## config.mk

```make
export PLATFORM = sky130hd
export DESIGN_NAME = pipe_scheduler
export DESIGN_NICKNAME = d
export VERILOG_FILES = /design/src/rtl/pipe_scheduler.sv
export SDC_FILE = /design/constraint.sdc
export NUM_CORES = 1
export LEC_CHECK = 0
export ABC_AREA = 1
export BUFFER_PORTS_ARGS = -buffer_cell sky130_fd_sc_hd__buf_4
export CAP_MARGIN = 20
export CELL_PAD_IN_SITES_DETAIL_PLACEMENT = 1
export CELL_PAD_IN_SITES_GLOBAL_PLACEMENT = 1
export CORE_ASPECT_RATIO = 0.5
export CORE_UTILIZATION = 43
export DETAILED_ROUTE_END_ITERATION = 6
export PLACE_DENSITY_LB_ADDON = 0.12
export SLEW_MARGIN = 30
export SYNTH_ARGS = -nofsm -noshare
export SYNTH_HDL_FRONTEND = slang
export SYNTH_SLANG_ARGS = --single-unit
```

## constraint.sdc

```tcl
create_clock -name Clk -period 4.8 [get_ports Clk]
set_clock_uncertainty 0.15 [all_clocks]
set_input_delay 0.48 -clock Clk [delete_from_list [all_inputs] [get_ports Clk]]
set_output_delay 0.48 -clock Clk [all_outputs]
set_load 0.01 [all_outputs]
```

## src/rtl/pipe_scheduler.sv

```systemverilog
// rtl/pipe_scheduler.sv - two-pipe obstacle scheduler: spawn, scroll, recycle, score
// Ports:
//   Clk, reset (async active-low)
//   Start / Ack / Lose    FSM controls (IDLE->RUN, HALT->IDLE, RUN->HALT)
//   Bird_X                bird X position used for scoring
//   X_Edge0/1, Y_Edge0/1  pipe right edge and gap centre per pipe
//   Score                 saturating pass count
//   Tick                  one-cycle pulse on each scroll step
//   Q_Idle/Q_Run/Q_Halt   one-hot state outputs
module pipe_scheduler #(
  parameter int          SCREEN_W  = 640,
  parameter int          PIPE_W    = 40,
  parameter int          SPACING   = 320,
  parameter int          TICK_DIV  = 250000,
  parameter int          STEP      = 1,
  parameter int          GAP_MIN   = 120,
  parameter logic [7:0]  LFSR_SEED = 8'hA5
) (
  input  logic       Clk,
  input  logic       reset,
  input  logic       Start,
  input  logic       Ack,
  input  logic       Lose,
  input  logic [9:0] Bird_X,
  output logic [9:0] X_Edge0,
  output logic [9:0] Y_Edge0,
  output logic [9:0] X_Edge1,
  output logic [9:0] Y_Edge1,
  output logic [7:0] Score,
  output logic       Tick,
  output logic       Q_Idle,
  output logic       Q_Run,
  output logic       Q_Halt
);

  localparam int CW = $clog2(TICK_DIV);
  localparam logic [CW-1:0] CNT_MAX = CW'(TICK_DIV - 1);
  localparam logic [9:0] X0_INIT = 10'(SCREEN_W + PIPE_W);
  localparam logic [9:0] X1_INIT = 10'(SCREEN_W + PIPE_W + SPACING);
  localparam logic [9:0] Y_INIT  = 10'(GAP_MIN);
  localparam logic [9:0] STEP_W  = 10'(STEP);
  localparam logic [9:0] SPACE_W = 10'(SPACING);

  typedef enum logic [1:0] {S_IDLE, S_RUN, S_HALT} state_t;

  state_t        r_state;
  logic [CW-1:0] r_cnt;
  logic [9:0]    r_x0, r_x1, r_y0, r_y1;
  logic [7:0]    r_score;
  logic [7:0]    r_lfsr;
  logic          r_tick, r_q_idle, r_q_run, r_q_halt;

  function automatic logic [7:0] lfsr_next(input logic [7:0] v);
    return {v[6:0], v[7] ^ v[5] ^ v[4] ^ v[3]};
  endfunction

  logic       w_tick, w_rec0, w_rec1, w_pass0, w_pass1;
  logic [9:0] w_dec0, w_dec1, w_x0n, w_x1n, w_y0n, w_y1n;
  logic [7:0] w_lfsr1, w_lfsr2, w_lfsr_n, w_score_n;
  logic [8:0] w_score_sum;

  assign w_tick  = (r_cnt == CNT_MAX);
  assign w_rec0  = (r_x0 <= STEP_W);
  assign w_rec1  = (r_x1 <= STEP_W);
  assign w_dec0  = r_x0 - STEP_W;
  assign w_dec1  = r_x1 - STEP_W;
  assign w_lfsr1 = lfsr_next(r_lfsr);
  assign w_lfsr2 = lfsr_next(w_lfsr1);

  // A recycled pipe is placed SPACING behind the other pipe's post-step position.
  always_comb begin
    w_x0n    = w_dec0;
    w_x1n    = w_dec1;
    w_y0n    = r_y0;
    w_y1n    = r_y1;
    w_lfsr_n = r_lfsr;
    if (w_rec0 && w_rec1) begin
      w_x0n    = X0_INIT;
      w_x1n    = X1_INIT;
      w_y0n    = Y_INIT + {2'b00, w_lfsr1};
      w_y1n    = Y_INIT + {2'b00, w_lfsr2};
      w_lfsr_n = w_lfsr2;
    end else if (w_rec0) begin
      w_x0n    = w_dec1 + SPACE_W;
      w_y0n    = Y_INIT + {2'b00, w_lfsr1};
      w_lfsr_n = w_lfsr1;
    end else if (w_rec1) begin
      w_x1n    = w_dec0 + SPACE_W;
      w_y1n    = Y_INIT + {2'b00, w_lfsr1};
      w_lfsr_n = w_lfsr1;
    end
  end

  // A pipe scores when its right edge crosses the bird; recycling pipes never score.
  assign w_pass0     = !w_rec0 && (r_x0 > Bird_X) && (w_dec0 <= Bird_X);
  assign w_pass1     = !w_rec1 && (r_x1 > Bird_X) && (w_dec1 <= Bird_X);
  assign w_score_sum = {1'b0, r_score} + {8'd0, w_pass0} + {8'd0, w_pass1};
  assign w_score_n   = w_score_sum[8] ? 8'hFF : w_score_sum[7:0];

  always_ff @(posedge Clk or negedge reset) begin
    if (!reset) begin
      r_state  <= S_IDLE;
      r_cnt    <= '0;
      r_x0     <= X0_INIT;
      r_x1     <= X1_INIT;
      r_y0     <= Y_INIT;
      r_y1     <= Y_INIT;
      r_score  <= 8'd0;
      r_lfsr   <= LFSR_SEED;
      r_tick   <= 1'b0;
      r_q_idle <= 1'b1;
      r_q_run  <= 1'b0;
      r_q_halt <= 1'b0;
    end else begin
      case (r_state)
        S_IDLE: begin
          r_tick <= 1'b0;
          r_cnt  <= '0;
          if (Start) begin
            r_state  <= S_RUN;
            r_x0     <= X0_INIT;
            r_x1     <= X1_INIT;
            r_y0     <= Y_INIT;
            r_y1     <= Y_INIT;
            r_score  <= 8'd0;
            r_q_idle <= 1'b0;
            r_q_run  <= 1'b1;
          end
        end
        S_RUN: begin
          if (w_tick) begin
            r_cnt   <= '0;
            r_tick  <= 1'b1;
            r_x0    <= w_x0n;
            r_x1    <= w_x1n;
            r_y0    <= w_y0n;
            r_y1    <= w_y1n;
            r_lfsr  <= w_lfsr_n;
            r_score <= w_score_n;
          end else begin
            r_cnt  <= r_cnt + CW'(1);
            r_tick <= 1'b0;
          end
          // Lose wins over Start/Ack; a coincident tick update above still lands.
          if (Lose) begin
            r_state  <= S_HALT;
            r_cnt    <= '0;
            r_q_run  <= 1'b0;
            r_q_halt <= 1'b1;
          end
        end
        S_HALT: begin
          r_tick <= 1'b0;
          r_cnt  <= '0;
          if (Ack) begin
            r_state  <= S_IDLE;
            r_q_halt <= 1'b0;
            r_q_idle <= 1'b1;
          end
        end
        default: begin
          r_state  <= S_IDLE;
          r_tick   <= 1'b0;
          r_cnt    <= '0;
          r_q_idle <= 1'b1;
          r_q_run  <= 1'b0;
          r_q_halt <= 1'b0;
        end
      endcase
    end
  end

  assign X_Edge0 = r_x0;
  assign X_Edge1 = r_x1;
  assign Y_Edge0 = r_y0;
  assign Y_Edge1 = r_y1;
  assign Score   = r_score;
  assign Tick    = r_tick;
  assign Q_Idle  = r_q_idle;
  assign Q_Run   = r_q_run;
  assign Q_Halt  = r_q_halt;

endmodule

```

After elaboration in Yosys (flattened, before gate mapping)
Cells that the tools add are included.
- input port bits: 15
- bits in registers: 80
- word-level logic and storage cells: 110
- output and inout port bits: 52
- $add $sub $neg: 9
- mux-type cells: 46
- reductions and logical operators: 18
- $lt $le $gt $ge: 6
- equality and inequality tests: 10
- bitwise gates (word level): 9
- operator list (cell ; count):
    10-bit 2-to-1 mux ; 17
    10-bit case mux with 2 select lines ; 4
    18-bit 2-to-1 mux ; 3
    8-bit 2-to-1 mux ; 6
    10-bit by 9-bit adder with 10-bit output, second input constant ; 2
    10-bit greater-than comparator ; 2
    10-bit by 1-bit less-or-equal comparator with 1-bit output, second input constant ; 2
    10-bit less-or-equal comparator ; 2
    10-bit by 1-bit subtractor with 10-bit output, second input constant ; 2
    18-bit by 1-bit adder with 18-bit output, second input constant ; 1
    7-bit by 8-bit adder with 9-bit output, first input constant ; 2
    18-bit equality test, second input constant ; 1
    3-bit AND reduction ; 6
    8-bit case mux with 2 select lines ; 1
    8-bit by 1-bit adder with 9-bit output ; 1
    9-bit by 1-bit adder with 9-bit output ; 1
    3-bit inequality test, second input constant ; 3
    1-bit case mux with 3 select lines ; 3
    1-bit 2-to-1 mux ; 8
    2-bit inequality test, second input constant ; 4
    2-bit 2-to-1 mux ; 3
    2-bit case mux with 3 select lines ; 1
    1-bit bitwise XOR ; 6
    1-bit logical AND ; 5
    other kinds (9) ; 12

Longest topological paths before layout
Gate-level depths: netlist of the first run.
- word-level depth: 9
- gate-level depth with buffers: 23
- gate-level depth less buffers: 23

Worst setup path before layout of the first run
OpenSTA, ideal clock, no wires.
- kind: register to register
- from: register r_x1[0], in the netlist X_Edge1[0]
- to: register r_score[2], in the netlist Score[2]
- arrival time: 3.553 ns
- path buffers: 0
- required time: 4.567 ns
- stages on the path, launching flop included: 22
- setup slack: 1.014 ns
- clock period less this slack: 3.786 ns
- setup time: 0.083 ns
- cell sequence: dfrtp_1 -> inv_1 -> ha_1 -> nand2_1 -> nor2_1 -> xor2_1 -> ha_1 -> nand2_1 -> nor2_1 -> a211oi_1 -> o211ai_1 -> o31ai_1 -> nand2_1 -> fa_1 -> inv_1 -> ha_1 -> nand2_1 -> nor2_1 -> nand3_1 -> nor3_1 -> a21oi_1 -> o21ai_0
- longest elaborated chain between the ends: 8
- elaborated cells on any way between the ends: 11
- those cells by class: 2 x add/sub; 3 x order compare; 3 x mux; 3 x reduce/logical
- ends and longest elaborated chain (item ; line ; source):
    from (decl) ; 48 ; logic [9:0] r_x0, r_x1, r_y0, r_y1;
    from (signal assigned) ; 135 ; r_x1 <= w_x1n;
    branches (longest 3 deep; another with 10-bit by 1-bit subtractor with 10-bit output) ; n/a ;
    1-bit logical AND (*) ; 96 ; assign w_pass1 = !w_rec1 && (r_x1 > Bird_X) && (w_dec1 <= Bird_X);
    9-bit by 1-bit adder with 9-bit output (*) ; 97 ; assign w_score_sum = {1'b0, r_score} + {8'd0, w_pass0} + {8'd0, w_pass1};
    8-bit 2-to-1 mux (*) ; 98 ; assign w_score_n = w_score_sum[8] ? 8'hFF : w_score_sum[7:0];
    8-bit 2-to-1 mux (*) ; 131 ; if (w_tick) begin
    8-bit case mux with 2 select lines (*) ; 115 ; case (r_state)
    to (signal assigned) ; 139 ; r_score <= w_score_n;
    to (decl) ; 49 ; logic [7:0] r_score;
Mark *: on every way between the ends. The select of a mux whose other input is x is not followed.
A chain may end at the register's enable or synchronous reset.

Worst setup path in the final report of the first run
- from: register r_x0[0], in the netlist X_Edge0[0]
- to: register r_score[0], in the netlist Score[0]
- longest elaborated chain between the ends: 9
- elaborated cells on any way between the ends: 12
- those cells by class: 3 x add/sub; 3 x order compare; 3 x mux; 3 x reduce/logical
- ends and longest elaborated chain (item ; line ; source):
    from (decl) ; 48 ;
    from (signal assigned) ; 134 ; r_x0 <= w_x0n;
    branches (longest 3 deep; another with 10-bit by 1-bit subtractor with 10-bit output) ; n/a ;
    1-bit logical AND (*) ; 95 ; assign w_pass0 = !w_rec0 && (r_x0 > Bird_X) && (w_dec0 <= Bird_X);
    8-bit by 1-bit adder with 9-bit output (*) ; 97 ;
    9-bit by 1-bit adder with 9-bit output (*) ; 97 ;
    8-bit 2-to-1 mux (*) ; 98 ;
    8-bit 2-to-1 mux (*) ; 131 ;
    8-bit case mux with 2 select lines (*) ; 115 ;
Marks and branches as above.

==> parameters.txt, run 1 <==
Parameter                              Value

Floorplanning
  Die area    13500 sq um
  Number of top-level design ports    67
  Rows    29
  Height of the die    82.7 microns
  Die Span X    163 microns
  Initial Utilization    44.2%
  Core Box Area    12700 sq um

GRT
  Largest net degree at the start of global routing    62
  GRT Max-Usage Layer    met2
  Met3 demand-to-capacity share in global routing    4.40%
  Total congestion overflow after global routing    0
  Wire length of the first global-routing pass    28.1 mm
  GRT met1 Usage    34.4%
  Vias in the first global route    5567
  Met2 usage    48.0%
  Number of antenna violations at the first check in global routing    0
  Overall routing resource usage    27.1%

STA
  Number of pins exceeding their max-slew limit in the final report    0
  Tightest slew margin relative to the limit    44.7%
  Highest clock frequency the design can meet    226 MHz
  Worst Hold Slack    0.0704 ns
  Transition time at the pin with the least slew margin    0.830 ns
  Period utilisation layout    92.1%
  Min Clock Period, post-route    4.42 ns
  Final setup violation count    0
  Post-layout worst setup margin    0.381 ns
  Final hold violation count    0

Synthesis
  EDFF count, synth    0
  Share of synthesized registers carrying an async set or reset    100%
  Count leader, synth    sky130_fd_sc_hd__nand2_1
  Yosys top cell by area    sky130_fd_sc_hd__dfrtp_1
  Yosys warning total    0
  Synthesized area    5600 sq um
  Synth area leaders    sky130_fd_sc_hd__dfrtp_1 25%, sky130_fd_sc_hd__nand2_1 12%, sky130_fd_sc_hd__ha_1 11%
  Post-Synthesis Cells    749
  Fraction of post-synthesis cell area in the top cell type by area    24.6%
  Library cells used by synthesis    41
  Sequential-to-total area share from yosys stat    35.4%
  Number of synthesized register bits    78
  Leading post-synthesis cells by instance count    173 x sky130_fd_sc_hd__nand2_1, 102 x sky130_fd_sc_hd__inv_1, 74 x sky130_fd_sc_hd__nor2_1
  Syn avg cell area    7.47 sq um
  Commonest register cell after synthesis    sky130_fd_sc_hd__dfrtp_1

Clock network
  Hold-fix buffers, CTS    0
  Number of buffers inserted during clock tree synthesis    9
  Largest buffer count on any clock path    2
  Clock tree from TritonCTS    yes
  H-Tree Depth    3
  Root Buffer    sky130_fd_sc_hd__clkbuf_16
  Clock slew at the register clock pins of the worst setup and hold paths    0.06 ns
  Num Clock Sinks    78
  Number of buffers inserted to repair setup after CTS    0
  Clock insertion delay at the later pin of the skew report    0.35 ns

Place
  Placed instance count    974
  Final HPWL DP    12.9 mm
  Setup slack after placement    0.160 ns
  Port-buffer cells    64
  Routability congestion estimate from global placement    0.880

Critical path
  Category of the critical setup timing path    flip-flop to flip-flop
  CP Capture Type    flip-flop
  Maximum fanout along the worst path    6
  Endpoint required time on the critical path    4.90 ns
  Type of element launching the critical path    flip-flop
  Arrival time at the worst endpoint    4.52 ns
  Depth of the worst register-to-register path    22

Routing
  Per-cell via count in the routed design    5.36
  DRT Pass-1 Iters    4
  DRT antenna net count    0
  DR iter-0 viols    249
  DRC violations left    0
  Vias after detailed routing    5305
  WL final    17.0 mm
  Wire per inst    17.2 microns

Power and ir drop
  Total leakage power    3.18 nW
  Maximum VDD drop    145 uV
  P per Cell Area    335 nW/um^2

Status
  Run status    finished, final reports clean

Cells and area
  Non-Filler Instances    990
  Net count of the finished layout    882
  Fraction of final layout cells sized beyond drive strength 1    15.9%
  Area Overhead vs Synth    17.2%
  Count of antenna diodes in the layout    0

Min path
  HP Class    input port to async pin

Flow run
  Number of max-cap violations    0
final timing paths:
kind / slack [ns] / to / from
max: 0.38 / Score[0] / X_Edge0[0]
min: 0.07 / X_Edge0[8] / reset
max reg2reg: 0.38 / Score[0] / X_Edge0[0]
min reg2reg: 0.33 / Y_Edge1[1] / Y_Edge1[1]
max in group asynchronous: 3.58 / X_Edge1[3] / reset
min in group Clk: 0.17 / r_cnt[17] / Lose
through the flow:
step / setup TNS [ns] / cell area, sq um / power, mW / util (%)
after detailed placement: 0 / 6230 / 1.44 / 49.2
after CTS: 0 / 6550 / 2.22 / 51.7
final: 0 / 6560 / 2.20 / 51.8
after global routing: -0.0242 / 6560 / 2.33 / 51.8
after floorplan: 0 / 5600 / 1.20 / -
after global placement: 0 / 6230 / 1.42 / 49.2
flip-flops by register name (all words and copies together) (netlist names), 2 cells and up:
signal	count
X_Edge0	10
X_Edge1	10
r_lfsr	8
r_cnt	18
Score	8
Y_Edge0	9
Y_Edge1	9
r_state	2
critical path, cell delays in order (launching register included):
cell,delay (ns)
sky130_fd_sc_hd__dfrtp_1,0.43
sky130_fd_sc_hd__inv_1,0.18
sky130_fd_sc_hd__ha_1,0.28
sky130_fd_sc_hd__nand3_1,0.17
sky130_fd_sc_hd__nor2_1,0.12
sky130_fd_sc_hd__nand2_1,0.06
sky130_fd_sc_hd__nand2_1,0.16
sky130_fd_sc_hd__inv_1,0.06
sky130_fd_sc_hd__ha_1,0.29
sky130_fd_sc_hd__nand4_1,0.12
sky130_fd_sc_hd__nor3_1,0.21
sky130_fd_sc_hd__nand2_1,0.08
sky130_fd_sc_hd__o21ai_0,0.18
sky130_fd_sc_hd__nand3_1,0.14
sky130_fd_sc_hd__fa_1,0.41
sky130_fd_sc_hd__inv_1,0.10
sky130_fd_sc_hd__ha_1,0.17
sky130_fd_sc_hd__nand2_1,0.10
sky130_fd_sc_hd__nor2_1,0.15
sky130_fd_sc_hd__nand3_1,0.20
sky130_fd_sc_hd__nor3_4,0.29
sky130_fd_sc_hd__o21ai_0,0.14
sky130_fd_sc_hd__o21ai_1,0.13
per-layer routing:
layer,vias up,wire [microns]
met5,-,0
met4,0,209
met3,21,609
met2,82,8210
met1,2608,7980
li1,2594,-
cells by family (layout without fill, tap and decap cells):
group | count (synthesis) | count (layout) | synth area share, %
AOI/OAI and AO/OA | 143 | 143 | 14.5
other | 1 | 2 | 0.0670
buffers and inverters | 119 | 189 | 8.78
xor gates and xnor gates | 23 | 23 | 3.60
and+or+nand+nor | 333 | 333 | 25.9
adders and majority gates | 52 | 52 | 11.8
DFF | 78 | 78 | 35.4
report_power, final:
part           leakage [nW]  total [mW]  internal [mW]  switching (mW)
Clock                 0.151       0.764          0.461           0.304
Sequential             1.00       0.833          0.762          0.0709
Combinational          2.03       0.603          0.211           0.392
Total                  3.18        2.20           1.43           0.767
cell usage in the layout, fill, tap and decap left out, drive strengths merged, types with 16 or more instances in the layout:
master,netlist,routed
nand2,176,176
a21oi,39,39
o21ai,68,68
nand3,40,40
dfstp,23,23
nor3,19,19
xor2,16,16
inv,106,107
dfrtp,55,55
buf,11,66
nor2,84,84
ha,51,51
final cells by class:
type | count | area [sq um]
inverter | 107 | 408
tap | 170 | 213
fill | 1632 | 6100
sequential | 78 | 1980
multi-input combinational | 553 | 3140
timing repair buffer | 66 | 495
clock buffer | 10 | 229
clock inverter | 6 | 95.1
what timing repair did:
| item | in CTS | in global routing |
|---|---|---|
| setup endpoints to repair | 0 | 6 |
| gates resized for setup | 0 | 2 |
| endpoints found under the hold margin | 0 | 0 |
Note: power is estimated with default switching activity, not from simulation.
==> run 2, diff against run 1 <==
- PLACE_DENSITY_LB_ADDON: 0.12 -> 0.1
==> parameters.txt, run 2 (synthesis gave the netlist of run 1 again) <==
Parameter                              Value

Cells and area
  Commonest non-fill, non-tap cell in the layout    sky130_fd_sc_hd__nand2_1
  Post-layout instance area    6600 sq um (+0.51%)
  Most flop-heavy register    r_cnt
  Fraction of final layout cells sized beyond drive strength 1    16.0% (+0.10 points)
  Number of fillers in the final layout    1616 (-0.98%)
  Most frequent cells in the layout    173 x sky130_fd_sc_hd__nand2_1, 102 x sky130_fd_sc_hd__inv_1, 74 x sky130_fd_sc_hd__nor2_1, 67 x sky130_fd_sc_hd__buf_4, 55 x sky130_fd_sc_hd__dfrtp_1
  Footprint of the multi-input gates    3140 sq um (unchanged)
  Number of flip-flops in the largest register    18 (unchanged)
  Count of antenna diodes in the layout    0 (unchanged)
  Non-Filler Instances    991 (+0.10%)
  Area Overhead vs Synth    17.8%
  Storage cell area    1980 sq um (unchanged)
  Net count of the finished layout    883 (+0.11%)

STA
  Period utilisation layout    89.8% (-2.2 points)
  Transition time at the pin with the least slew margin    0.593 ns (-0.237 ns)
  Highest clock frequency the design can meet    232 MHz (+2.5%)
  Final setup violation count    0 (unchanged)
  Worst Hold Slack    -0.00833 ns (-0.0787 ns)
  Setup TNS    0 ns (unchanged)
  Min Clock Period, post-route    4.31 ns (-0.107 ns)
  Final hold violation count    7 (+7)
  Number of pins exceeding their max-slew limit in the final report    0 (unchanged)
  Setup repair after global routing missed its margin    no
  Tightest slew margin relative to the limit    60.5% (+16 points)

Power and ir drop
  Maximum VDD drop    154 uV (+6.2%)
  P per Cell Area    342 nW/um^2 (+1.9%)
  Total leakage power    3.20 nW (+0.73%)

Clock network
  Num Clock Sinks    78 (unchanged)
  Number of buffers inserted to repair setup after CTS    0 (unchanged)
  Largest buffer count on any clock path    2 (unchanged)
  Clock insertion delay at the later pin of the skew report    0.34 ns (about the same)
  Number of buffers inserted during clock tree synthesis    9 (unchanged)
  Clock tree from TritonCTS    yes
  Clock slew at the register clock pins of the worst setup and hold paths    0.06 ns (about the same)
  Root Buffer    sky130_fd_sc_hd__clkbuf_16
  H-Tree Depth    3 (unchanged)

Routing
  DRT antenna net count    0 (unchanged)
  DR iter-0 viols    305 (+22%)
  WL final    17.0 mm (+0.21%)
  Vias after detailed routing    5268 (-0.70%)
  Per-cell via count in the routed design    5.32 (-0.80%)
  DRT Pass-1 Iters    4 (unchanged)
  Wire per inst    17.2 microns (+0.11%)
  DRC violations left    0 (unchanged)

Floorplanning
  Die area    13500 sq um (unchanged)
  Die Span X    163 microns (unchanged)
  Initial Utilization    44.2% (unchanged)
  Number of top-level design ports    67 (unchanged)
  Height of the die    82.7 microns (unchanged)
  Core Box Area    12700 sq um (unchanged)
  Rows    29 (unchanged)

Place
  Area of placed instances    6230 sq um (+0.12%)
  Placed instance count    975 (+0.10%)
  Routability congestion estimate from global placement    0.882 (+0.26%)
  Port-buffer cells    64 (unchanged)
  Final HPWL DP    13.1 mm (+1.4%)

Min path
  HP Class    input port to async pin

Critical path
  Type of element launching the critical path    flip-flop
  Endpoint required time on the critical path    4.90 ns (about the same)
  Arrival time at the worst endpoint    4.41 ns (-0.11 ns)
  Category of the critical setup timing path    flip-flop to flip-flop
  Maximum fanout along the worst path    6 (unchanged)
  CP Capture Type    flip-flop

GRT
  Total congestion overflow after global routing    0 (unchanged)
  Overall routing resource usage    27.0% (-0.14 points)
  Wire length of the first global-routing pass    28.0 mm (-0.32%)
  Vias in the first global route    5514 (-0.95%)
  Largest net degree at the start of global routing    42 (-32%)
  Number of antenna violations at the first check in global routing    0 (unchanged)

Flow run
  Number of max-cap violations    0 (unchanged)

Status
  Failing checks    negative hold slack
  Run status    finished, violations left
[run 2: repair_timing]
item | 4_1_cts | 5_1_grt
endpoints found under the setup margin | 0 | 6
hold buffers | 0 | 0
resized for setup | 0 | 2
[run 2: power breakdown]
group          leakage [nW]  total, mW  switching, mW  internal, mW
clock network         0.170      0.821          0.296         0.525
logic                  2.03      0.609          0.397         0.212
registers              1.00      0.825         0.0633         0.761
total                  3.20       2.25          0.756          1.50
[run 2: worst max-delay path: stages (launching register included)]
cell                      delay (ns)
sky130_fd_sc_hd__dfrtp_1        0.43
sky130_fd_sc_hd__inv_1          0.19
sky130_fd_sc_hd__ha_1           0.27
sky130_fd_sc_hd__nand3_1        0.16
sky130_fd_sc_hd__nor2_1         0.11
sky130_fd_sc_hd__nand2_1        0.06
sky130_fd_sc_hd__nand2_1        0.17
sky130_fd_sc_hd__inv_1          0.07
sky130_fd_sc_hd__ha_1           0.29
sky130_fd_sc_hd__nand4_1        0.13
sky130_fd_sc_hd__nor3_1         0.22
sky130_fd_sc_hd__nand2_1        0.07
sky130_fd_sc_hd__o21ai_0        0.15
sky130_fd_sc_hd__nand3_1        0.13
sky130_fd_sc_hd__fa_1           0.41
sky130_fd_sc_hd__inv_1          0.12
sky130_fd_sc_hd__ha_1           0.17
sky130_fd_sc_hd__nand2_1        0.09
sky130_fd_sc_hd__nor2_1         0.14
sky130_fd_sc_hd__nand3_1        0.20
sky130_fd_sc_hd__nor3_4         0.29
sky130_fd_sc_hd__a21oi_1        0.06
sky130_fd_sc_hd__o21ai_0        0.15
[run 2: final timing paths]
kind,from,end,slack (ns),depth (start not counted)
worst max-delay path,X_Edge0[0],Score[2],0.49,22
worst min-delay path,reset,X_Edge0[8],-0.008,1
worst max register to register,X_Edge0[0],Score[2],0.49,22
worst min register to register,Y_Edge1[6],Y_Edge1[6],0.33,2
max in group asynchronous,reset,X_Edge1[6],3.54,2
min in group Clk,Lose,r_cnt[17],0.18,2
[run 2: area by class of cell]
type / count / share of cell area (%)
well taps: 170 / 3.23
multi-input cells: 553 / 47.6
clock buffers: 11 / 3.68
inverters: 107 / 6.18
repair buffers: 67 / 7.63
flip-flops and latches: 78 / 30.0
clock inverters: 5 / 1.63
[run 2: stage by stage]
stage / power (mW) / hold WS [ns] / util [%] / worst slack, ns
floorplan: 1.20 / 0.0344 / - / 1.01
global placement: 1.42 / 0.310 / 49.2 / 0.491
detailed placement: 1.44 / 0.313 / 49.2 / 0.216
CTS: 2.28 / 0.00161 / 52.0 / 0.211
global route: 2.38 / 0.0347 / 52.1 / 0.0354
finish: 2.25 / -0.00833 / 52.1 / 0.488
[run 2: metal layers]
metal | vias up | wire length (microns) | global-route usage (%)
met1 | 2559 | 7850 | 34.1
met5 | - | 0 | 0
met4 | 0 | 269 | 7.20
met2 | 82 | 8210 | 47.5
li1 | 2607 | - | -
met3 | 20 | 715 | 5.39
